$ cat src/rtl/rf_write_arbiter.sv
// Shares the register file's single write port among ALU writeback (0), memory load (1)
// and host loader (2): round-robin grants, requester-2 burst lock, registered write stage.
module rf_write_arbiter #(
    parameter int DW = 16,
    parameter int AW = 4
) (
    input  logic              i_clk,
    input  logic              i_rstbar,
    input  logic [2:0]        i_req,
    input  logic [3*AW-1:0]   i_req_wa,
    input  logic [3*DW-1:0]   i_req_wd,
    input  logic              i_lock,
    input  logic              i_hold,
    output logic [2:0]        o_ack,
    output logic              o_webar,
    output logic [AW-1:0]     o_wa,
    output logic [DW-1:0]     o_wd,
    output logic [1:0]        o_last_gnt,
    output logic [15:0]       o_wcount
);

    typedef enum logic {
        ST_RR     = 1'b0,
        ST_LOCKED = 1'b1
    } state_t;

    state_t        r_state;
    logic          r_webar_p1;
    logic [AW-1:0] r_wa_p1;
    logic [DW-1:0] r_wd_p1;
    logic [1:0]    r_last_gnt;
    logic [15:0]   r_wcount;

    logic [2:0]    w_ack;
    logic [2:0]    w_grant;
    logic          w_xfer;
    logic [1:0]    w_idx;
    logic [AW-1:0] w_sel_wa;
    logic [DW-1:0] w_sel_wd;

    // Search starts one past the last grant and wraps 2 -> 0; first requester found wins.
    function automatic logic [2:0] rr_pick(input logic [2:0] req, input logic [1:0] last);
        logic [2:0] gnt;
        logic [1:0] idx;
        gnt = 3'b000;
        idx = (last >= 2'd2) ? 2'd0 : last + 2'd1;
        for (int k = 0; k < 3; k++) begin
            if (gnt == 3'b000 && req[idx]) begin
                gnt[idx] = 1'b1;
            end
            idx = (idx == 2'd2) ? 2'd0 : idx + 2'd1;
        end
        return gnt;
    endfunction

    function automatic logic [1:0] onehot_idx(input logic [2:0] oh);
        logic [1:0] idx;
        idx = 2'd0;
        if (oh[1]) idx = 2'd1;
        if (oh[2]) idx = 2'd2;
        return idx;
    endfunction

    always_comb begin
        w_ack = 3'b000;
        if (i_rstbar && !i_hold) begin
            if (r_state == ST_LOCKED) begin
                // Dropping LOCK in a burst releases the port without a final transfer.
                w_ack[2] = i_req[2] & i_lock;
            end else begin
                w_ack = rr_pick(i_req, r_last_gnt);
            end
        end
    end

    assign w_grant = i_req & w_ack;
    assign w_xfer  = |w_grant;
    assign w_idx   = onehot_idx(w_grant);

    always_comb begin
        w_sel_wa = i_req_wa[AW-1:0];
        w_sel_wd = i_req_wd[DW-1:0];
        case (w_idx)
            2'd1: begin
                w_sel_wa = i_req_wa[2*AW-1:AW];
                w_sel_wd = i_req_wd[2*DW-1:DW];
            end
            2'd2: begin
                w_sel_wa = i_req_wa[3*AW-1:2*AW];
                w_sel_wd = i_req_wd[3*DW-1:2*DW];
            end
            default: begin
                w_sel_wa = i_req_wa[AW-1:0];
                w_sel_wd = i_req_wd[DW-1:0];
            end
        endcase
    end

    // p0 -> p1: accepted request registered onto the RF write port
    always_ff @(posedge i_clk) begin
        if (!i_rstbar) begin
            r_state    <= ST_RR;
            r_webar_p1 <= 1'b1;
            r_wa_p1    <= '0;
            r_wd_p1    <= '0;
            r_last_gnt <= 2'd2;
            r_wcount   <= 16'd0;
        end else begin
            r_webar_p1 <= ~w_xfer;
            if (w_xfer) begin
                r_wa_p1    <= w_sel_wa;
                r_wd_p1    <= w_sel_wd;
                r_last_gnt <= w_idx;
                r_wcount   <= r_wcount + 16'd1;
            end
            // HOLD freezes the state; the pointer is frozen because nothing is accepted.
            if (!i_hold) begin
                case (r_state)
                    ST_RR: begin
                        if (w_xfer && w_idx == 2'd2 && i_lock) begin
                            r_state <= ST_LOCKED;
                        end
                    end
                    ST_LOCKED: begin
                        if (!i_req[2] || !i_lock) begin
                            r_state <= ST_RR;
                        end
                    end
                    default: r_state <= ST_RR;
                endcase
            end
        end
    end

    assign o_ack      = w_ack;
    assign o_webar    = r_webar_p1;
    assign o_wa       = r_wa_p1;
    assign o_wd       = r_wd_p1;
    assign o_last_gnt = r_last_gnt;
    assign o_wcount   = r_wcount;

endmodule

$ cat config.mk
export PLATFORM = sky130hd
export DESIGN_NAME = rf_write_arbiter
export DESIGN_NICKNAME = d
export VERILOG_FILES = /design/src/rtl/rf_write_arbiter.sv
export SDC_FILE = /design/constraint.sdc
export NUM_CORES = 1
export LEC_CHECK = 0
export ABC_AREA = 0
export BUFFER_PORTS_ARGS = -buffer_cell sky130_fd_sc_hd__buf_2
export CORE_ASPECT_RATIO = 2
export CORE_MARGIN = 3
export CORE_UTILIZATION = 41
export DETAILED_ROUTE_END_ITERATION = 10
export GPL_ROUTABILITY_DRIVEN = 1
export HOLD_SLACK_MARGIN = 0.06
export PLACE_DENSITY_LB_ADDON = 0.15
export SYNTH_ARGS = -nofsm -noshare
export SYNTH_HDL_FRONTEND = slang
export SYNTH_SLANG_ARGS = --single-unit
export TNS_END_PERCENT = 50
$ cat constraint.sdc
create_clock -name i_clk -period 1.99 [get_ports i_clk]
set_clock_uncertainty 0.15 [all_clocks]
set_input_delay 0.199 -clock i_clk [delete_from_list [all_inputs] [get_ports i_clk]]
set_output_delay 0.199 -clock i_clk [all_outputs]
set_load 0.02 [all_outputs]
==> results.yml, run 1 <==
timing:
  max_freq_mhz: 486
  finalSetupTns_ns: -0.222
  setup_viol: 4
  slew_violations: 0
  rsz0062_at_grt: "true"
  fin_crit_ns: 2.06
  maxSlewHeadroom_pct: 57.4
  final.period_utilization_pct: 103
  hold_violations: 0
  worst_slew_pin_slew_ns: 0.640
  worst_slack_ns: -0.0676
logic_synthesis:
  yosysUniqueCellTypes: 41
  yosysWarnings: 0
  netlist_instances: 277
  synth_edf_count: 0
  netlist_area_um2: 2130
  synth_seq_area_share_pct: 37.6
  avgSynthCellArea_um2: 7.68
  synth_top_area_cell: "dfxtp_1"
  yosys-top-cells-area: "dfxtp_1 (38%), nand2_1 (8.5%), a21oi_1 (8.0%), o32ai_1 (7.8%), a22oi_1 (7.1%)"
  synth_top_area_share_pct: 37.6
  syn-num-nets: 345
  async_flop_share_pct: 0
  synth_ff_type: "dfxtp_1"
  synth-seq-cells: 40
critical_path:
  required_ns: 2.06
  crit_family: "simple AND/OR/NAND/NOR gates"
  cp-end-kind: "flop"
  startpoint_type: "flop"
  slowest_delay_ns: 0.48
  cp_num_buf_inv: 1
  path_common_cell: "a21oi_2"
  cp_max_fo: 5
  path_cells: "or3b_4, a211oi_4, a21oi_2, buf_6, or4_4, a21oi_2"
  slowest_stage: "or4_4"
  rrSetupSlack_ns: -0.07
  critical_path_arrival_ns: 2.13
  critPathKind: "reg -> reg"
global_routing:
  gr-total-overflow: 0
  grt_pass1_vias: 2640
  grt_pass1_wl_um: 11700
  grt_antenna_before_repair: 0
  grt_max_degree: 24
  track_usage_pct: 23.6
routing:
  wl_um: 7410
  drt-initial-drc-count: 98
  dr.pass1.iters: 5
  viasPerCell: 5.52
  drtAntennaViolNets: 0
  drc: 0
  avgRoutedWirePerCell_um: 15.2
  vias: 2696
placed_design:
  post-place-ws_ns: -0.0552
  dp.cells: 452
  place_hpwl_um: 4950
  gp_congestion: 0.826
  port_buffers: 108
pwr:
  ir_worst_vdd_v: 0.000451
  finalPower_mw: 1.89
  p_per_area_nw_per_um2: 559
  power_leakage_nw: 1.46
clock_network:
  clock_sinks: 40
  numCtsBuffers: 5
  htree_levels: 2
  cts.path.max_buffers: 2
  clk_pin_slew_ns: 0.08
  cts_root_buf: "clkbuf_8"
  cts_tree: "yes"
  insertion_delay_ns: 0.29
outcome:
  outcome: "finished, violations left"
  violations: "setup timing"
floorplan:
  dieArea_um2: 6140
  start_util_pct: 43.0
  placementRows: 36
  core_area_um2: 4950
  die_y_um: 108
  ioPinCount: 109
  die_w_um: 56.9
finish:
  diodes: 0
  area.growth.synth_to_final_pct: 59.3
  mostFrequentLayoutCells: "buf_2 (108), nand2_1 (47), dfxtp_1 (36), buf_4 (34), a21oi_1 (31)"
  layoutNonFillerInstCount: 488
  final_common_cell: "buf_2"
  layout-drive-gt1-share_pct: 41.3
  finalNetCount: 498
job:
  drv_cap: 0
worst_hold_path:
  hp-class: "in -> reg"
stage by stage:
stage,hold WS (ns),utilization [%],cell area (um2)
floorplan,0.203,-,2140
global placement,0.312,59.1,2930
detailed placement,0.328,59.1,2930
CTS,0.0618,65.5,3240
global route,0.0785,68.4,3390
finish,0.0683,68.4,3390
registers in the layout (all words and copies together), names as in the netlist:
| register | flops |
|---|---|
| o_wd | 16 |
| o_wa | 4 |
| o_webar | 1 |
| r_state | 1 |
| o_last_gnt | 2 |
| o_wcount | 16 |
worst register-to-register path: stages (launching register included):
cell and delay, ns:
dfxtp_2 0.32, or3b_4 0.42, a211oi_4 0.25, a21oi_2 0.08
buf_6 0.14, or4_4 0.48, a21oi_2 0.14
repair_timing:
action / in CTS / in global routing
endpoints found under the hold margin: 15 / 0
endpoints found under the setup margin: 6 / 33
cloned: 0 / 2
hold buffers: 21 / 0
buffers inserted: 1 / 5
pin swaps: 7 / 12
gates resized for setup: 3 / 24
report_power, final:
| group | internal (mW) | switching [mW] |
|---|---|---|
| registers | 0.839 | 0.0183 |
| logic | 0.219 | 0.254 |
| clock network | 0.283 | 0.281 |
| total | 1.34 | 0.554 |
synthesized netlist by cell type (2+ instances only):
library cell	count
o32ai_1	19
o31ai_1	8
nor2_1	7
o21ai_0	5
nand2_1	48
or3_1	3
nand4_1	3
clkbuf_1	16
or4_1	5
a21oi_1	34
o211ai_1	3
nor3_1	2
buf_2	3
nand2b_1	4
nand3_1	7
and2_1	2
a22oi_1	20
dfxtp_1	40
buf_1	2
inv_1	25
path summary, 6_finish.rpt:
check,startpoint,to,depth (start not counted)
worst max-delay path,r_state$_SDFFE_PN0N_,o_wcount[11]$_SDFFE_PN0N_,6
worst min-delay path,i_req_wd[18],o_wd[2]$_SDFFE_PN0N_,3
worst max register to register,r_state$_SDFFE_PN0N_,o_wcount[11]$_SDFFE_PN0N_,6
worst min register to register,o_wcount[5]$_SDFFE_PN0N_,o_wcount[5]$_SDFFE_PN0N_,1
cells by family (layout without fill, tap and decap cells):
family                     count (synthesis)  count (layout)  synth area share (%)
AOI/OAI and AO/OA                         98              98                  32.2
and+or+nand+nor                           88              88                  19.5
buffers and inverters                     47             201                  8.82
DFF                                       40              40                  37.6
xor gates and xnor gates                   2               2                 0.823
adders and majority gates                  1               1                 0.588
muxes                                      1               1                 0.470
cell type report:
cell class                 instances  area [um2]
tap                               57        71.3
sequential                        40         806
multi-input combinational        190        1230
fill                             465        1570
timing repair buffer             168        1090
inverter                          25        96.3
clock buffer                       8        90.1
per-layer routing:
metal,GRT usage [%],part of all wire (%)
met4,8.62,1.9
met2,45.3,57
met3,3.72,5.6
met1,24.8,36
met5,0,0
Power figures use the tool's default switching activity.
==> run 2, diff against run 1 <==
Settings changed: CORE_MARGIN 3 to 2.
==> run 2 against run 1 <==
Compared with the run above: the run now ends clean; clock power increased by 21%; sequential power about the same; core utilization decreased by 1.5 points; total power grew 6.3%.
==> results.yml, run 2 (same netlist as run 1, synthesis figures left out) <==
placed_design:
  post-place-ws_ns: -0.0478
  dp.cells: 453
  port_buffers: 108
  place_hpwl_um: 4920
  gp_congestion: 0.850
critical_path:
  critPathKind: "reg -> reg"
  critical_path_arrival_ns: 2.08
  required_ns: 2.09
  cp_max_fo: 10
  startpoint_type: "flop"
  rrSetupSlack_ns: 0.005
  cp-end-kind: "flop"
outcome:
  outcome: "completed"
floorplan:
  die_w_um: 54.9
  dieArea_um2: 5820
  start_util_pct: 41.8
  placementRows: 37
  ioPinCount: 109
  die_y_um: 106
  core_area_um2: 5090
finish:
  area.growth.synth_to_final_pct: 60.2
  mostFrequentLayoutCells: "buf_2 (107), nand2_1 (47), dfxtp_1 (35), buf_4 (33), a21oi_1 (32)"
  layoutNonFillerInstCount: 495
  layout-drive-gt1-share_pct: 39.1
  fin_util_pct: 67.0
  final_common_cell: "buf_2"
  diodes: 0
  finalNetCount: 504
routing:
  vias: 2713
  viasPerCell: 5.48
  avgRoutedWirePerCell_um: 14.4
  drc: 0
  dr.pass1.iters: 4
  wl_um: 7150
  drtAntennaViolNets: 0
  drt-initial-drc-count: 70
clock_network:
  numCtsBuffers: 5
  insertion_delay_ns: 0.31
  clock_sinks: 40
  htree_levels: 2
  cts_tree: "yes"
  cts.path.max_buffers: 2
  cts_root_buf: "clkbuf_8"
  clk_pin_slew_ns: 0.09
timing:
  worst_slack_ns: 0.00467
  hold_violations: 0
  setup_viol: 0
  fin_crit_ns: 1.99
  final.period_utilization_pct: 99.8
  rsz0062_at_grt: "true"
  finalSetupTns_ns: 0
  worst_slew_pin_slew_ns: 0.654
  max_freq_mhz: 504
  slew_violations: 0
  maxSlewHeadroom_pct: 56.4
global_routing:
  grt_antenna_before_repair: 0
  gr-total-overflow: 0
  track_usage_pct: 25.9
  grt_pass1_wl_um: 11400
  grt_pass1_vias: 2668
  grt_max_degree: 24
worst_hold_path:
  hp-class: "in -> reg"
pwr:
  p_per_area_nw_per_um2: 591
  ir_worst_vdd_v: 0.000573
  power_leakage_nw: 1.48
job:
  drv_cap: 0
run 2: routing by layer:
metal / track usage [%] / wire length, um
met3: 4.21 / 339
met5: 0 / 0
met2: 47.9 / 4050
met4: 9.41 / 184
met1: 27.0 / 2570
run 2: power by group:
part	switching (mW)	internal [mW]	total, mW
logic	0.248	0.225	0.473
registers	0.0182	0.839	0.857
clock network	0.312	0.373	0.684
total	0.577	1.44	2.01
run 2: path summary, 6_finish.rpt:
path | from | endpoint | cells after the start
setup reg to reg | r_state$_SDFFE_PN0N_ | o_wcount[15]$_SDFFE_PN0N_ | 6
hold reg to reg | o_wcount[15]$_SDFFE_PN0N_ | o_wcount[15]$_SDFFE_PN0N_ | 2
hold / removal | i_req_wd[38] | o_wd[6]$_SDFFE_PN0N_ | 3
setup / recovery | r_state$_SDFFE_PN0N_ | o_wcount[15]$_SDFFE_PN0N_ | 6
run 2: worst max-delay path, cell delays in order, from the launching register on:
cell	delay, ns
dfxtp_2	0.33
or3b_4	0.39
a211oi_4	0.22
a21oi_2	0.07
buf_6	0.15
or4_1	0.49
a21oi_1	0.13
run 2: per-stage QoR:
stage	instance area (um2)	hold slack (ns)	power, mW
floorplan	2140	0.203	1.10
global placement	2930	0.312	1.28
detailed placement	2930	0.325	1.29
CTS	3360	0.0602	2.02
global route	3410	0.0717	2.10
finish	3410	0.0536	2.01
run 2: area by class of cell:
class | instances | area, um2
fillers | 475 | 1680
well taps | 58 | 72.6
multi-input cells | 190 | 1180
inverters | 25 | 93.8
flip-flops and latches | 40 | 807
repair buffers | 174 | 1150
clock inverters | 2 | 35.0
clock buffers | 6 | 72.6
run 2: repair_timing:
item / in CTS / in global routing
endpoints found under the hold margin: 16 / 0
pin swaps: 10 / 4
setup endpoints to repair: 6 / 21
buffers inserted: 1 / 3
hold buffers: 30 / 0
gates resized for setup: 8 / 10
==> run 3, diff against run 2 <==
Settings changed: MAX_ROUTING_LAYER from default to met4.
==> run 3 against run 2 <==
Compared with the run above: wire length is 1.1% higher; sequential cell count stayed put; sequential power hardly changed; worst hold slack better by 0.0027 ns; global-route usage is 0.73 points higher; via count is 0.18% higher; clock power is 0.6% lower; critical path depth stayed put; register-to-register slack hardly changed; critical endpoint is now o_wcount[11]$_SDFFE_PN0N_; largest power group unchanged.
==> results.yml, run 3 (same netlist as run 1, synthesis figures left out) <==
timing:
  worst_slew_pin_slew_ns: 0.378
  max_freq_mhz: 504
  final.period_utilization_pct: 99.7
  slew_violations: 0
  fin_crit_ns: 1.98
  hold_violations: 0
  maxSlewHeadroom_pct: 74.8
  setup_viol: 0
  rsz0062_at_grt: "true"
critical_path:
  slowest_delay_ns: 0.51
  critPathKind: "reg -> reg"
  cp-end-kind: "flop"
  reg2reg_to: "o_wcount[11]$_SDFFE_PN0N_"
  cp_max_fo: 10
  reg2reg_from: "r_state$_SDFFE_PN0N_"
  rrSetupSlack_ns: 0.007
  reg2regPathDepth: 6
  path_common_cell: "a21oi_2"
  startpoint_type: "flop"
  slowest_stage: "or4_4"
  path_cells: "or3b_4, a211oi_4, a21oi_2, buf_6, or4_4, a21oi_2"
  required_ns: 2.08
  critical_path_arrival_ns: 2.07
outcome:
  outcome: "completed"
global_routing:
  grt_pass1_vias: 2668
  grt_antenna_before_repair: 0
  grt_max_degree: 24
  track_usage_pct: 26.6
  grt_pass1_wl_um: 11400
  gr-total-overflow: 0
finish:
  area.growth.synth_to_final_pct: 60.6
  multi_input_area_um2: 1180
  diodes: 0
  finalNetCount: 505
  num-fill-cells: 472
  final_common_cell: "buf_2"
  mostFrequentLayoutCells: "buf_2 (107), nand2_1 (47), dfxtp_1 (35), a21oi_1 (33), buf_4 (33)"
  layout-drive-gt1-share_pct: 39.0
  regArea_um2: 807
  fin_util_pct: 67.1
routing:
  drt-initial-drc-count: 82
  drtAntennaViolNets: 0
  top_layer: "met4"
  wl_met2_um: 4160
  wl_met1_um: 2610
  viasPerCell: 5.48
  vias: 2718
  avgRoutedWirePerCell_um: 14.6
  route.met3.wl_um: 295
  wl_um: 7230
  dr.pass1.iters: 4
  drc: 0
pwr:
  p_per_area_nw_per_um2: 589
  ir_worst_vdd_v: 0.000560
  power_leakage_nw: 1.48
  finalPower_mw: 2.01
clock_network:
  cts.path.max_buffers: 2
  numCtsBuffers: 5
  insertion_delay_ns: 0.30
  cts_root_buf: "clkbuf_8"
  cts_tree: "yes"
  htree_levels: 2
  clock_sinks: 40
  clk_pin_slew_ns: 0.08
worst_hold_path:
  holdCritStartpoint: "i_req_wd[38]"
  min_to: "o_wd[6]$_SDFFE_PN0N_"
  hold_depth: 3
  hp-class: "in -> reg"
placed_design:
  port_buffers: 108
  place_hpwl_um: 4920
  gp_congestion: 0.864
floorplan:
  placementRows: 37
  die_y_um: 106
  start_util_pct: 41.8
  ioPinCount: 109
  core_area_um2: 5090
  dieArea_um2: 5820
  die_w_um: 54.9
job:
  drv_cap: 0
run 3: how the worst max path moves through the flow:
stage | start | end | slack (ns) | cells after the start
floorplan | r_state$_SDFFE_PN0N_ | o_wcount[7]$_SDFFE_PN0N_ | -0.01 | 6
global placement | r_state$_SDFFE_PN0N_ | o_wcount[11]$_SDFFE_PN0N_ | -0.004 | 6
global route | o_last_gnt[1]$_SDFFE_PN1N_ | o_wcount[11]$_SDFFE_PN0N_ | -0.03 | 6
detailed placement | r_state$_SDFFE_PN0N_ | o_wcount[15]$_SDFFE_PN0N_ | -0.05 | 6
finish | r_state$_SDFFE_PN0N_ | o_wcount[11]$_SDFFE_PN0N_ | 0.007 | 6
CTS | r_state$_SDFFE_PN0N_ | o_wcount[11]$_SDFFE_PN0N_ | -0.03 | 6
run 3: per-stage QoR:
step	area [um2]	hold slack (ns)	instances	TNS [ns]	setup WS (ns)
2_1_floorplan	2140	0.203	277	-0.0146	-0.0122
3_3_place_gp	2930	0.312	453	-0.00597	-0.00402
3_5_place_dp	2930	0.325	453	-0.177	-0.0478
4_1_cts	3360	0.0602	492	-0.0671	-0.0337
5_1_grt	3420	0.0698	496	-0.0999	-0.0268
6_report	3420	0.0563	496	0	0.00679
run 3: timing repair:
action,in CTS,in global routing
endpoints found under the hold margin,16,0
pin swaps,10,3
resized for setup,8,9
setup endpoints to repair,6,21
hold buffers,30,0
buffers inserted,1,4
run 3: final cells by class:
class	count	share of cell area, %
Timing Repair Buffer	175	33.9
Clock buffer	6	2.12
Inverter	25	2.75
Tap cell	58	2.12
Clock inverter	2	1.02
Sequential cell	40	23.6
Multi-Input combinational cell	190	34.5
run 3: report_power, final:
part           total [mW]  internal (mW)  switching, mW
Combinational       0.477          0.227          0.249
Clock               0.680          0.373          0.307
Sequential          0.858          0.839         0.0183
run 3: critical path: cells and delay by family, from the launching register on:
kind / cells / cell delay, ns
buffers and inverters: 1 / 0.15
and+or+nand+nor: 2 / 0.90
AOI/OAI and AO/OA: 3 / 0.40
DFF: 1 / 0.33
run 3: layer usage:
metal  track usage [%]  up-vias
met5                 -        -
met4              9.93        0
met3              3.93       17
met2              47.8       89
met1              27.3     1287
li1                  -     1325
